**config.mk**
```make
export PLATFORM = sky130hd
export DESIGN_NAME = lab3_mux_scheduler
export DESIGN_NICKNAME = d
export VERILOG_FILES = /design/src/rtl/lab3_sched_pkg.sv /design/src/rtl/lab3_mux_scheduler_rr_arb2.sv /design/src/rtl/lab3_mux_scheduler.sv
export SDC_FILE = /design/constraint.sdc
export NUM_CORES = 1
export LEC_CHECK = 0
export CORE_UTILIZATION = 40
export DETAILED_ROUTE_END_ITERATION = 8
export GPL_TIMING_DRIVEN = 0
export PLACE_DENSITY = 0.78
export SYNTH_ARGS = -nofsm -noshare
export SYNTH_HDL_FRONTEND = slang
export SYNTH_SLANG_ARGS = --single-unit
```
**constraint.sdc**
```tcl
create_clock -name i_clk -period 2.2 [get_ports i_clk]
set_clock_uncertainty 0.2 [all_clocks]
set_input_delay 0.55 -clock i_clk [delete_from_list [all_inputs] [get_ports i_clk]]
set_output_delay 0.55 -clock i_clk [all_outputs]
set_load 0.02 [all_outputs]
```
**src/rtl/lab3_sched_pkg.sv**
```systemverilog
// rtl/lab3_sched_pkg.sv - shared types and constants for the NAND3/NOR3 mux scheduler
package lab3_sched_pkg;

    typedef enum logic [1:0] {
        IDLE   = 2'd0,
        DRIVE  = 2'd1,
        SAMPLE = 2'd2,
        RESP   = 2'd3
    } state_t;

    localparam logic REQ_NAND  = 1'b0;
    localparam logic REQ_NOR   = 1'b1;
    localparam int   DWELL_DEF = 2;

    // Value the datapath MUX is expected to present for a given select and operand buses
    function automatic logic dp_expect(input logic sel, input logic [2:0] nand_in,
                                       input logic [2:0] nor_in);
        return sel ? ~|nor_in : ~&nand_in;
    endfunction

endpackage

```
**src/rtl/lab3_mux_scheduler_rr_arb2.sv**
```systemverilog
// rtl/lab3_mux_scheduler_rr_arb2.sv - combinational 2-way round-robin arbiter
module rr_arb2 (
    input  logic [1:0] i_req,
    input  logic       i_ptr,
    input  logic       i_en,
    output logic [1:0] o_gnt,
    output logic       o_gnt_idx
);

    logic w_idx;

    // Lone requester wins outright; on a tie the pointer picks the winner
    always_comb begin
        w_idx     = (i_req == 2'b11) ? i_ptr : i_req[1];
        o_gnt_idx = w_idx;
        o_gnt     = 2'b00;
        if (i_en && (|i_req)) begin
            o_gnt = w_idx ? 2'b10 : 2'b01;
        end
    end

endmodule

```
**src/rtl/lab3_mux_scheduler.sv**
```systemverilog
// rtl/lab3_mux_scheduler.sv - round-robin scheduler sharing the NAND3/NOR3 mux datapath; optional checker under LAB3_SCHED_CHECK_EN
module lab3_mux_scheduler
    import lab3_sched_pkg::*;
#(
    parameter int DWELL = DWELL_DEF,
    parameter int CNT_W = 4
) (
    input  logic       i_clk,
    input  logic       i_rst_n,
    input  logic       i_req0,
    input  logic [2:0] i_opa0,
    input  logic       i_req1,
    input  logic [2:0] i_opb1,
    output logic       o_ack0,
    output logic       o_ack1,
    output logic       o_res,
    output logic       o_busy,
    output logic [2:0] o_dp_nand_in,
    output logic [2:0] o_dp_nor_in,
    output logic       o_dp_sel,
    input  logic       i_dp_o2
`ifdef LAB3_SCHED_CHECK_EN
    ,
    output logic       o_err
`endif
);

    state_t           r_state;
    state_t           w_state_nxt;
    logic             r_ptr;
    logic [CNT_W-1:0] r_cnt;
    logic             r_sel;
    logic [2:0]       r_nand;
    logic [2:0]       r_nor;
    logic             r_res;
    logic [1:0]       w_gnt;
    logic             w_gnt_idx;
    logic             w_idle;

    assign w_idle = (r_state == IDLE);

    rr_arb2 u_arb (
        .i_req     ({i_req1, i_req0}),
        .i_ptr     (r_ptr),
        .i_en      (w_idle),
        .o_gnt     (w_gnt),
        .o_gnt_idx (w_gnt_idx)
    );

    // State register
    always_ff @(posedge i_clk) begin
        if (!i_rst_n) begin
            r_state <= IDLE;
        end else begin
            r_state <= w_state_nxt;
        end
    end

    // Next-state logic and state-decoded outputs
    always_comb begin
        w_state_nxt = r_state;
        o_ack0      = 1'b0;
        o_ack1      = 1'b0;
        o_busy      = 1'b1;
        case (r_state)
            IDLE: begin
                o_busy = 1'b0;
                if (|w_gnt) begin
                    w_state_nxt = DRIVE;
                end
            end
            DRIVE: begin
                if (r_cnt == '0) begin
                    w_state_nxt = SAMPLE;
                end
            end
            SAMPLE: begin
                w_state_nxt = RESP;
            end
            RESP: begin
                o_ack0      = (r_sel == REQ_NAND);
                o_ack1      = (r_sel == REQ_NOR);
                w_state_nxt = IDLE;
            end
            default: begin
                w_state_nxt = IDLE;
            end
        endcase
    end

    // Operand latch at grant, dwell countdown, result capture and pointer hand-off
    always_ff @(posedge i_clk) begin
        if (!i_rst_n) begin
            r_ptr  <= REQ_NAND;
            r_cnt  <= '0;
            r_sel  <= 1'b0;
            r_nand <= 3'b000;
            r_nor  <= 3'b000;
            r_res  <= 1'b0;
        end else begin
            case (r_state)
                IDLE: begin
                    if (|w_gnt) begin
                        r_sel <= w_gnt_idx;
                        r_cnt <= CNT_W'(DWELL - 1);
                        if (w_gnt_idx == REQ_NAND) begin
                            r_nand <= i_opa0;
                        end else begin
                            r_nor <= i_opb1;
                        end
                    end
                end
                DRIVE: begin
                    r_cnt <= r_cnt - CNT_W'(1);
                end
                SAMPLE: begin
                    r_res <= i_dp_o2;
                end
                RESP: begin
                    r_ptr <= ~r_sel;
                end
                default: begin
                end
            endcase
        end
    end

`ifdef LAB3_SCHED_CHECK_EN
    logic r_err;

    // Sticky flag when the sampled mux output disagrees with the operand-derived value
    always_ff @(posedge i_clk) begin
        if (!i_rst_n) begin
            r_err <= 1'b0;
        end else if ((r_state == SAMPLE) && (i_dp_o2 != dp_expect(r_sel, r_nand, r_nor))) begin
            r_err <= 1'b1;
        end
    end

    assign o_err = r_err;
`endif

    assign o_res        = r_res;
    assign o_dp_sel     = r_sel;
    assign o_dp_nand_in = r_nand;
    assign o_dp_nor_in  = r_nor;

endmodule

```
==> results of run 1 <==
## routing by layer
metal	part of all wire (%)	global-route usage [%]	vias to the layer above	wire length, um
li1	-	-	360	-
met1	46	16.90	320	696
met3	5.9	5.882	2	89
met2	47	23.89	15	717
met5	0	0	-	0
met4	1.1	5.294	0	17
## sequential cells by signal, indices dropped and copies added (netlist names)
register	count
o_dp_nand_in	3
o_dp_nor_in	3
o_dp_sel	1
o_res	1
r_cnt	4
r_ptr	1
r_state	2
## per-stage QoR
step           util (%)  setup WS [ns]  instance area, sq um  TNS [ns]  std cells
2_1_floorplan         -         0.5480                 790.8         0         88
3_3_place_gp      57.33       0.009928                  1022         0        133
3_5_place_dp      57.33       -0.01348                  1022  -0.01348        133
4_1_cts           58.74       0.003870                  1047         0        137
5_1_grt           58.60        0.01317                  1045         0        137
6_report          58.60         0.1098                  1045         0        137
## kinds of logic (layout without fill, tap and decap cells)
group | Yosys count | in the layout | share of synthesized area [%]
adder cells (fa/ha/maj) | 7 | 7 | 11.08
multiplexers | 3 | 3 | 3.798
flip-flops | 15 | 15 | 37.97
buffers and inverters | 8 | 32 | 4.430
AND/OR/NAND/NOR | 31 | 31 | 24.68
AO/OA/AOI/OAI | 24 | 24 | 18.04
## power by group through the flow
stage               Sequential [mW]  Combinational [mW]  Clock [mW]
floorplan                     0.419               0.321           0
global placement              0.397               0.482           0
CTS                           0.395               0.492       0.169
global route                  0.410               0.533       0.182
finish                        0.398               0.484       0.156
detailed placement            0.401               0.494           0
## repair_timing
| item | 4_1_cts | 5_1_grt |
|---|---|---|
| resized for setup | 5 | 4 |
| endpoints found under the setup margin | 3 | 2 |
| hold endpoints to repair | 0 | 0 |
## worst paths after layout
check / slack [ns] / start / cells past startpoint / to
max reg2reg: 0.44 / r_state[1]$_SDFFE_PN0P_ / 5 / r_cnt[3]$_SDFFE_PN0P_
min reg2reg: 0.28 / o_dp_nand_in[0]$_SDFFE_PN0P_ / 2 / o_dp_nand_in[0]$_SDFFE_PN0P_
max: 0.11 / r_state[0]$_SDFFE_PN0P_ / 3 / o_ack0
min: 0.28 / o_dp_nand_in[0]$_SDFFE_PN0P_ / 2 / o_dp_nand_in[0]$_SDFFE_PN0P_
## area by class of cell
cell class	count	area [sq um]	area share, %
Buffer	2	12.51	1.198
Tap cell	25	31.28	2.994
Timing Repair Buffer	20	193.9	18.56
Multi-Input combinational cell	65	455.4	43.59
Clock buffer	4	26.28	2.515
Inverter	6	22.52	2.156
Sequential cell	15	302.8	28.98
## worst max-delay path, cell delays in order (launching register included)
cell and delay (ns):
sky130_fd_sc_hd__dfxtp_2 0.36, sky130_fd_sc_hd__ha_1 0.18, sky130_fd_sc_hd__nor2b_1 0.19, sky130_fd_sc_hd__clkdlybuf4s15_1 0.32
## cells in the final DEF, fill, tap and decap left out
cell,instances
sky130_fd_sc_hd__clkbuf_1,1
sky130_fd_sc_hd__nor2_1,4
sky130_fd_sc_hd__clkbuf_4,3
sky130_fd_sc_hd__dfxtp_2,2
sky130_fd_sc_hd__clkinv_1,1
sky130_fd_sc_hd__a2bb2oi_1,1
sky130_fd_sc_hd__o22ai_1,1
sky130_fd_sc_hd__nand2_1,8
sky130_fd_sc_hd__o211a_1,1
sky130_fd_sc_hd__buf_2,2
sky130_fd_sc_hd__buf_4,1
sky130_fd_sc_hd__nor4b_1,1
sky130_fd_sc_hd__a21oi_1,9
sky130_fd_sc_hd__mux2i_1,3
sky130_fd_sc_hd__clkdlybuf4s50_1,17
sky130_fd_sc_hd__nor3b_2,1
sky130_fd_sc_hd__o31ai_1,1
sky130_fd_sc_hd__o21ai_0,8
sky130_fd_sc_hd__dlygate4sd2_1,1
sky130_fd_sc_hd__nor2b_4,1
sky130_fd_sc_hd__inv_1,5
sky130_fd_sc_hd__dfxtp_1,13
sky130_fd_sc_hd__o21a_1,1
sky130_fd_sc_hd__and2_1,2
sky130_fd_sc_hd__nand4_1,3
sky130_fd_sc_hd__or3b_4,1
sky130_fd_sc_hd__clkdlybuf4s15_1,1
sky130_fd_sc_hd__nor2b_1,4
sky130_fd_sc_hd__nand3_1,1
sky130_fd_sc_hd__a311oi_1,1
sky130_fd_sc_hd__or3b_1,4
sky130_fd_sc_hd__ha_1,7
sky130_fd_sc_hd__a21oi_2,1
sky130_fd_sc_hd__nand3b_1,1
==> flow_metrics.py, run 1 <==
metrics = {
    "placed_design": {
        "routabilityCongestion": 0.7613,
        "place_hpwl_um": 1137,
        "place.port_buffers": 20,
    },
    "pwr": {
        "seq_power_share_pct": 38.3,
        "post-layout-total-power_mw": 1.038,
        "comb_power_share_pct": 46.6,
        "intPower_mw": 0.6425,
        "power_density_nw_per_um2": 993.9,
        "cellLeakagePower_nw": 0.4240,
        "net-switching-power_mw": 0.3959,
        "peakVddDrop_mv": 0.5949,
        "power_frac_clock_pct": 15.1,
        "power_switching_share_pct": 38.12,
    },
    "floorplanning": {
        "io_pins": 22,
        "placeable_core_region_sq_um": 1783,
        "number_of_standard_cell_rows_in_the_floorplan": 15,
        "floorplan.die_area_sq_um": 2159,
        "initial_core_util_pct": 44.35,
        "die-height_um": 46.46,
        "die_width_um": 46.46,
    },
    "cells_and_area": {
        "syn2layout_area_growth_pct": 32.12,
        "fill_cells": 152,
        "share_of_post_route_cells_with_drive_strength_above_1_pct": 10.71,
        "antenna-diode-count": 0,
        "nets": 131,
    },
    "critical_path": {
        "worst_setup_path_end_kind": "output pin",
        "setup.worst_path.start_class": "flop",
        "critical_path_required_ns": 1.45,
        "critical_path.max_fanout": 4,
        "critical_path_class": "flop to output pin",
        "critical_path_arrival_ns": 1.34,
    },
    "synthesis": {
        "synth_cell_types": 28,
        "yosys.area.top_type": "sky130_fd_sc_hd__dfxtp_1",
        "netlist_area_before_placement_sq_um": 790.8,
        "yosys_most_used_dff": "sky130_fd_sc_hd__dfxtp_1",
        "synth.ff_latch_count": 15,
        "synth_enable_flop_cells": 0,
        "yosys_warnings": 0,
        "synth.most_common_cell": "sky130_fd_sc_hd__dfxtp_1",
        "post-synth-top-area-fraction_pct": 37.97,
        "async_flop_share_pct": 0,
        "synth_fp_nets": 106,
        "netlist_top_cells_area": "sky130_fd_sc_hd__dfxtp_1, sky130_fd_sc_hd__ha_1, sky130_fd_sc_hd__a21oi_1",
        "postSynthAreaPerCell_sq_um": 8.986,
        "synth_seq_area_share_pct": 37.97,
        "netlist_instances": 88,
        "yosys-top-cells-count": "sky130_fd_sc_hd__dfxtp_1, sky130_fd_sc_hd__a21oi_1, sky130_fd_sc_hd__nand2_1, sky130_fd_sc_hd__o21ai_0, sky130_fd_sc_hd__ha_1",
    },
    "timing": {
        "layout_worst_path_cycle_share_pct": 95.01,
        "smallest_hold_slack_ns": 0.2791,
        "rsz0062_at_grt": "no",
        "timing_hold_violations_final": 0,
        "fmax_mhz": 478.4,
        "report.final.slew_viol_count": 0,
        "tightest_slew_ns": 0.3189,
        "min_period_ns": 2.090,
        "slew_headroom_pct": 78.44,
        "timing.final.setup_violations": 0,
    },
    "global_routing": {
        "global_route.overflow_total": 0,
        "grt_pass1_wl_um": 2187,
        "grt_antenna_before_repair": 0,
        "maximum_number_of_pins_on_one_net_before_global_route_repair": 11,
        "globalRouteTotalUtil_pct": 14.61,
        "grt_pass1_vias": 529,
    },
    "drt": {
        "iter_0_drt_violations": 11,
        "routed_length_per_placed_instance_um": 11.09,
        "routed_wirelength_um": 1520,
        "final_antenna_net_count": 0,
        "vias": 697,
        "first_pass_detailed_route_iteration_total": 4,
        "avgViaCountPerCell": 5.088,
        "drc": 0,
    },
    "job": {
        "cap_viol_max_count": 0,
    },
    "status": {
        "status": "finished, final reports clean",
    },
    "clocking": {
        "insertion_delay_ns": 0.28,
        "worst_setup_hold_path_clk_slew_ns": 0.09,
        "post_cts_buffers": 0,
        "tritoncts": "built",
        "cts_htree_levels": 1,
        "clock_tree.root_cell": "sky130_fd_sc_hd__clkbuf_4",
        "clock_path_buffers": 2,
        "tritoncts_num_sinks": 15,
        "tritoncts.num_buffers": 3,
        "cts.hold.buffers_added": 0,
    },
    "hold_path": {
        "holdCritPathClass": "flop to flop",
    },
}
Note: power is estimated with default switching activity, not from simulation.
==> run 2, diff against run 1 <==
--- a/config.mk
+++ b/config.mk
@@ -5,7 +5,9 @@
 export SDC_FILE = /design/constraint.sdc
 export NUM_CORES = 1
 export LEC_CHECK = 0
+export CAP_MARGIN = 20
 export CORE_UTILIZATION = 40
+export CTS_CLUSTER_SIZE = 20
 export DETAILED_ROUTE_END_ITERATION = 8
 export GPL_TIMING_DRIVEN = 0
 export PLACE_DENSITY = 0.78
==> results of run 2 <==
No change in the layout: final DEF, timing and power equal those of run 1.
==> run 3, diff against run 2 <==
--- a/config.mk
+++ b/config.mk
@@ -5,12 +5,13 @@
 export SDC_FILE = /design/constraint.sdc
 export NUM_CORES = 1
 export LEC_CHECK = 0
+export ABC_AREA = 0
 export CAP_MARGIN = 20
 export CORE_UTILIZATION = 40
-export CTS_CLUSTER_SIZE = 20
+export CTS_CLUSTER_SIZE = 16
 export DETAILED_ROUTE_END_ITERATION = 8
 export GPL_TIMING_DRIVEN = 0
-export PLACE_DENSITY = 0.78
+export PLACE_DENSITY = 0.8
 export SYNTH_ARGS = -nofsm -noshare
 export SYNTH_HDL_FRONTEND = slang
 export SYNTH_SLANG_ARGS = --single-unit
==> constraint.sdc (replaced) <==
create_clock -name i_clk -period 1.8 [get_ports i_clk]
set_clock_uncertainty 0.2 [all_clocks]
set_input_delay 0.45 -clock i_clk [delete_from_list [all_inputs] [get_ports i_clk]]
set_output_delay 0.45 -clock i_clk [all_outputs]
set_load 0.02 [all_outputs]
==> run 3 against run 2 <==
Compared with the run above: non-clock buffer count rose by 1; die area unchanged; combinational power is 36% higher; global-route usage grew 3.1 points; clock-buffer cell count stayed put; cell count rose by 0.73%; cell area rose by 4.1%; first-iteration DRC count rose by 18%; register-to-register slack worse by 0.33 ns; routed wire length grew 14%; flip-flop and latch count unchanged; critical path depth is the same.
==> flow_metrics.py, run 3 (synthesized netlist as in run 1, its figures left out) <==
metrics = {
    "status": {
        "status": "finished, final reports clean",
    },
    "timing": {
        "min_period_ns": 1.753,
        "timing_hold_violations_final": 0,
        "tightest_slew_ns": 0.2886,
        "fmax_mhz": 570.6,
        "report.final.slew_viol_count": 0,
        "layout_worst_path_cycle_share_pct": 97.37,
        "slew_headroom_pct": 80.49,
        "rsz0062_at_grt": "yes",
        "timing.final.setup_violations": 0,
    },
    "pwr": {
        "power_density_nw_per_um2": 1242,
        "cellLeakagePower_nw": 0.4629,
        "peakVddDrop_mv": 0.6401,
    },
    "drt": {
        "routed_length_per_placed_instance_um": 12.51,
        "drc": 0,
        "iter_0_drt_violations": 13,
        "routed_wirelength_um": 1727,
        "first_pass_detailed_route_iteration_total": 4,
        "avgViaCountPerCell": 5.145,
        "final_antenna_net_count": 0,
        "vias": 710,
    },
    "job": {
        "cap_viol_max_count": 0,
    },
    "critical_path": {
        "worst_setup_path_startpoint": "r_state[0]$_SDFFE_PN0P_",
        "critical_path_class": "flop to output pin",
        "critical_path_required_ns": 1.15,
        "worst_setup_path_end_kind": "output pin",
        "rr_endpoint": "r_cnt[3]$_SDFFE_PN0P_",
        "critical_path.max_fanout": 3,
        "crit_path_end": "o_ack1",
        "critical_path_arrival_ns": 1.10,
        "setup.worst_path.start_class": "flop",
        "reg2regPathDepth": 5,
        "timing.rr.start": "r_state[0]$_SDFFE_PN0P_",
        "r2r_setup_slack_ns": 0.11,
    },
    "placed_design": {
        "place_hpwl_um": 1320,
        "placedInstanceArea_sq_um": 1022,
        "place.port_buffers": 20,
        "routabilityCongestion": 0.8281,
    },
    "cells_and_area": {
        "top_register": "r_cnt",
        "register_area_sq_um": 305.3,
        "largest_register_ffs": 4,
        "layout.core_utilization_pct": 60.98,
        "multiInputGateArea_sq_um": 488.0,
        "layout.cells.most_common_list": "sky130_fd_sc_hd__dfxtp_1, sky130_fd_sc_hd__a21oi_1, sky130_fd_sc_hd__clkdlybuf4s50_1",
        "fill_cells": 161,
        "nets": 132,
        "antenna-diode-count": 0,
        "finalInstanceArea_sq_um": 1087,
        "share_of_post_route_cells_with_drive_strength_above_1_pct": 18.58,
        "mostFrequentLayoutCell": "sky130_fd_sc_hd__dfxtp_1",
        "syn2layout_area_growth_pct": 37.50,
    },
    "clocking": {
        "tritoncts.num_buffers": 3,
        "clock_tree.root_cell": "sky130_fd_sc_hd__clkbuf_4",
        "cts_htree_levels": 1,
        "insertion_delay_ns": 0.28,
        "worst_setup_hold_path_clk_slew_ns": 0.09,
        "clock_path_buffers": 2,
        "tritoncts": "built",
        "tritoncts_num_sinks": 15,
        "cts.hold.buffers_added": 0,
    },
    "hold_path": {
        "holdCritPathClass": "flop to flop",
    },
    "global_routing": {
        "maximum_number_of_pins_on_one_net_before_global_route_repair": 11,
        "grt_antenna_before_repair": 0,
        "grt_pass1_vias": 627,
        "global_route.overflow_total": 0,
        "grt_pass1_wl_um": 2649,
        "globalRouteTotalUtil_pct": 17.71,
    },
    "floorplanning": {
        "number_of_standard_cell_rows_in_the_floorplan": 15,
        "placeable_core_region_sq_um": 1783,
        "io_pins": 22,
        "die_width_um": 46.46,
        "initial_core_util_pct": 44.35,
        "floorplan.die_area_sq_um": 2159,
        "die-height_um": 46.46,
    },
}
[run 3: changes by cell type in the layout (fill, tap and decap cells not counted), moves of 2 or more]
| cell | delta |
|---|---|
| sky130_fd_sc_hd__clkdlybuf4s50_1 | -8 |
| sky130_fd_sc_hd__inv_2 | +3 |
| sky130_fd_sc_hd__dlygate4sd2_1 | +7 |
| sky130_fd_sc_hd__buf_6 | +3 |
| sky130_fd_sc_hd__ha_1 | -2 |
| sky130_fd_sc_hd__inv_1 | -3 |
| sky130_fd_sc_hd__ha_4 | +2 |
[run 3: critical path, stage by stage, from the launching register on]
cell                      delay [ns]
sky130_fd_sc_hd__dfxtp_4        0.37
sky130_fd_sc_hd__ha_4           0.16
sky130_fd_sc_hd__and2_1         0.16
sky130_fd_sc_hd__buf_6          0.13
[run 3: how the worst min path moves through the flow]
stage | start | end | slack, ns | cells past startpoint
2_1_floorplan | r_cnt[3]$_SDFFE_PN0P_ | r_cnt[3]$_SDFFE_PN0P_ | 0.24 | 1
3_3_place_gp | o_dp_nand_in[2]$_SDFFE_PN0P_ | o_dp_nand_in[2]$_SDFFE_PN0P_ | 0.26 | 2
3_5_place_dp | o_dp_nor_in[0]$_SDFFE_PN0P_ | o_dp_nor_in[0]$_SDFFE_PN0P_ | 0.27 | 2
4_1_cts | i_rst_n | r_ptr$_SDFFE_PN0N_ | 0.27 | 2
5_1_grt | i_rst_n | r_cnt[0]$_SDFFE_PN0P_ | 0.27 | 2
6_report | o_dp_nor_in[0]$_SDFFE_PN0P_ | o_dp_nor_in[0]$_SDFFE_PN0P_ | 0.28 | 2
[run 3: per-stage QoR]
stage	hold slack, ns	setup slack, ns	power (mW)	TNS [ns]	instances
2_1_floorplan	0.2417	0.2277	0.9047	0	88
3_3_place_gp	0.2596	-0.2921	1.077	-1.765	133
6_report	0.2751	0.04734	1.351	0	138
5_1_grt	0.2697	-0.0007043	1.443	-0.001318	138
3_5_place_dp	0.2671	-0.3027	1.106	-2.149	133
4_1_cts	0.2723	-0.005725	1.330	-0.005725	138
[run 3: where the power goes]
group          total, mW  internal [mW]  leakage [nW]  switching, mW
Sequential         0.500          0.421         0.124         0.0793
Clock              0.192         0.0860        0.0150          0.106
Combinational      0.659          0.318         0.324          0.341
[run 3: cell type report]
class / count / share of cell area [%]
buffer: 1 / 0.4603
inverter: 6 / 2.071
sequential: 15 / 28.08
tap: 25 / 2.877
multi-input combinational: 65 / 44.88
clock buffer: 4 / 2.417
timing repair buffer: 22 / 19.22
[run 3: timing repair]
item                                    CTS  global route
setup buffers                             1             1
resized for setup                        34             5
endpoints found under the setup margin   11             3
[run 3: layer usage]
layer	GRT usage, %	vias to the layer above	routed length (um)
li1	-	363	-
met4	7.059	0	13
met2	30.83	13	916
met1	19.43	332	752
met5	0	-	0
met3	5.882	2	45
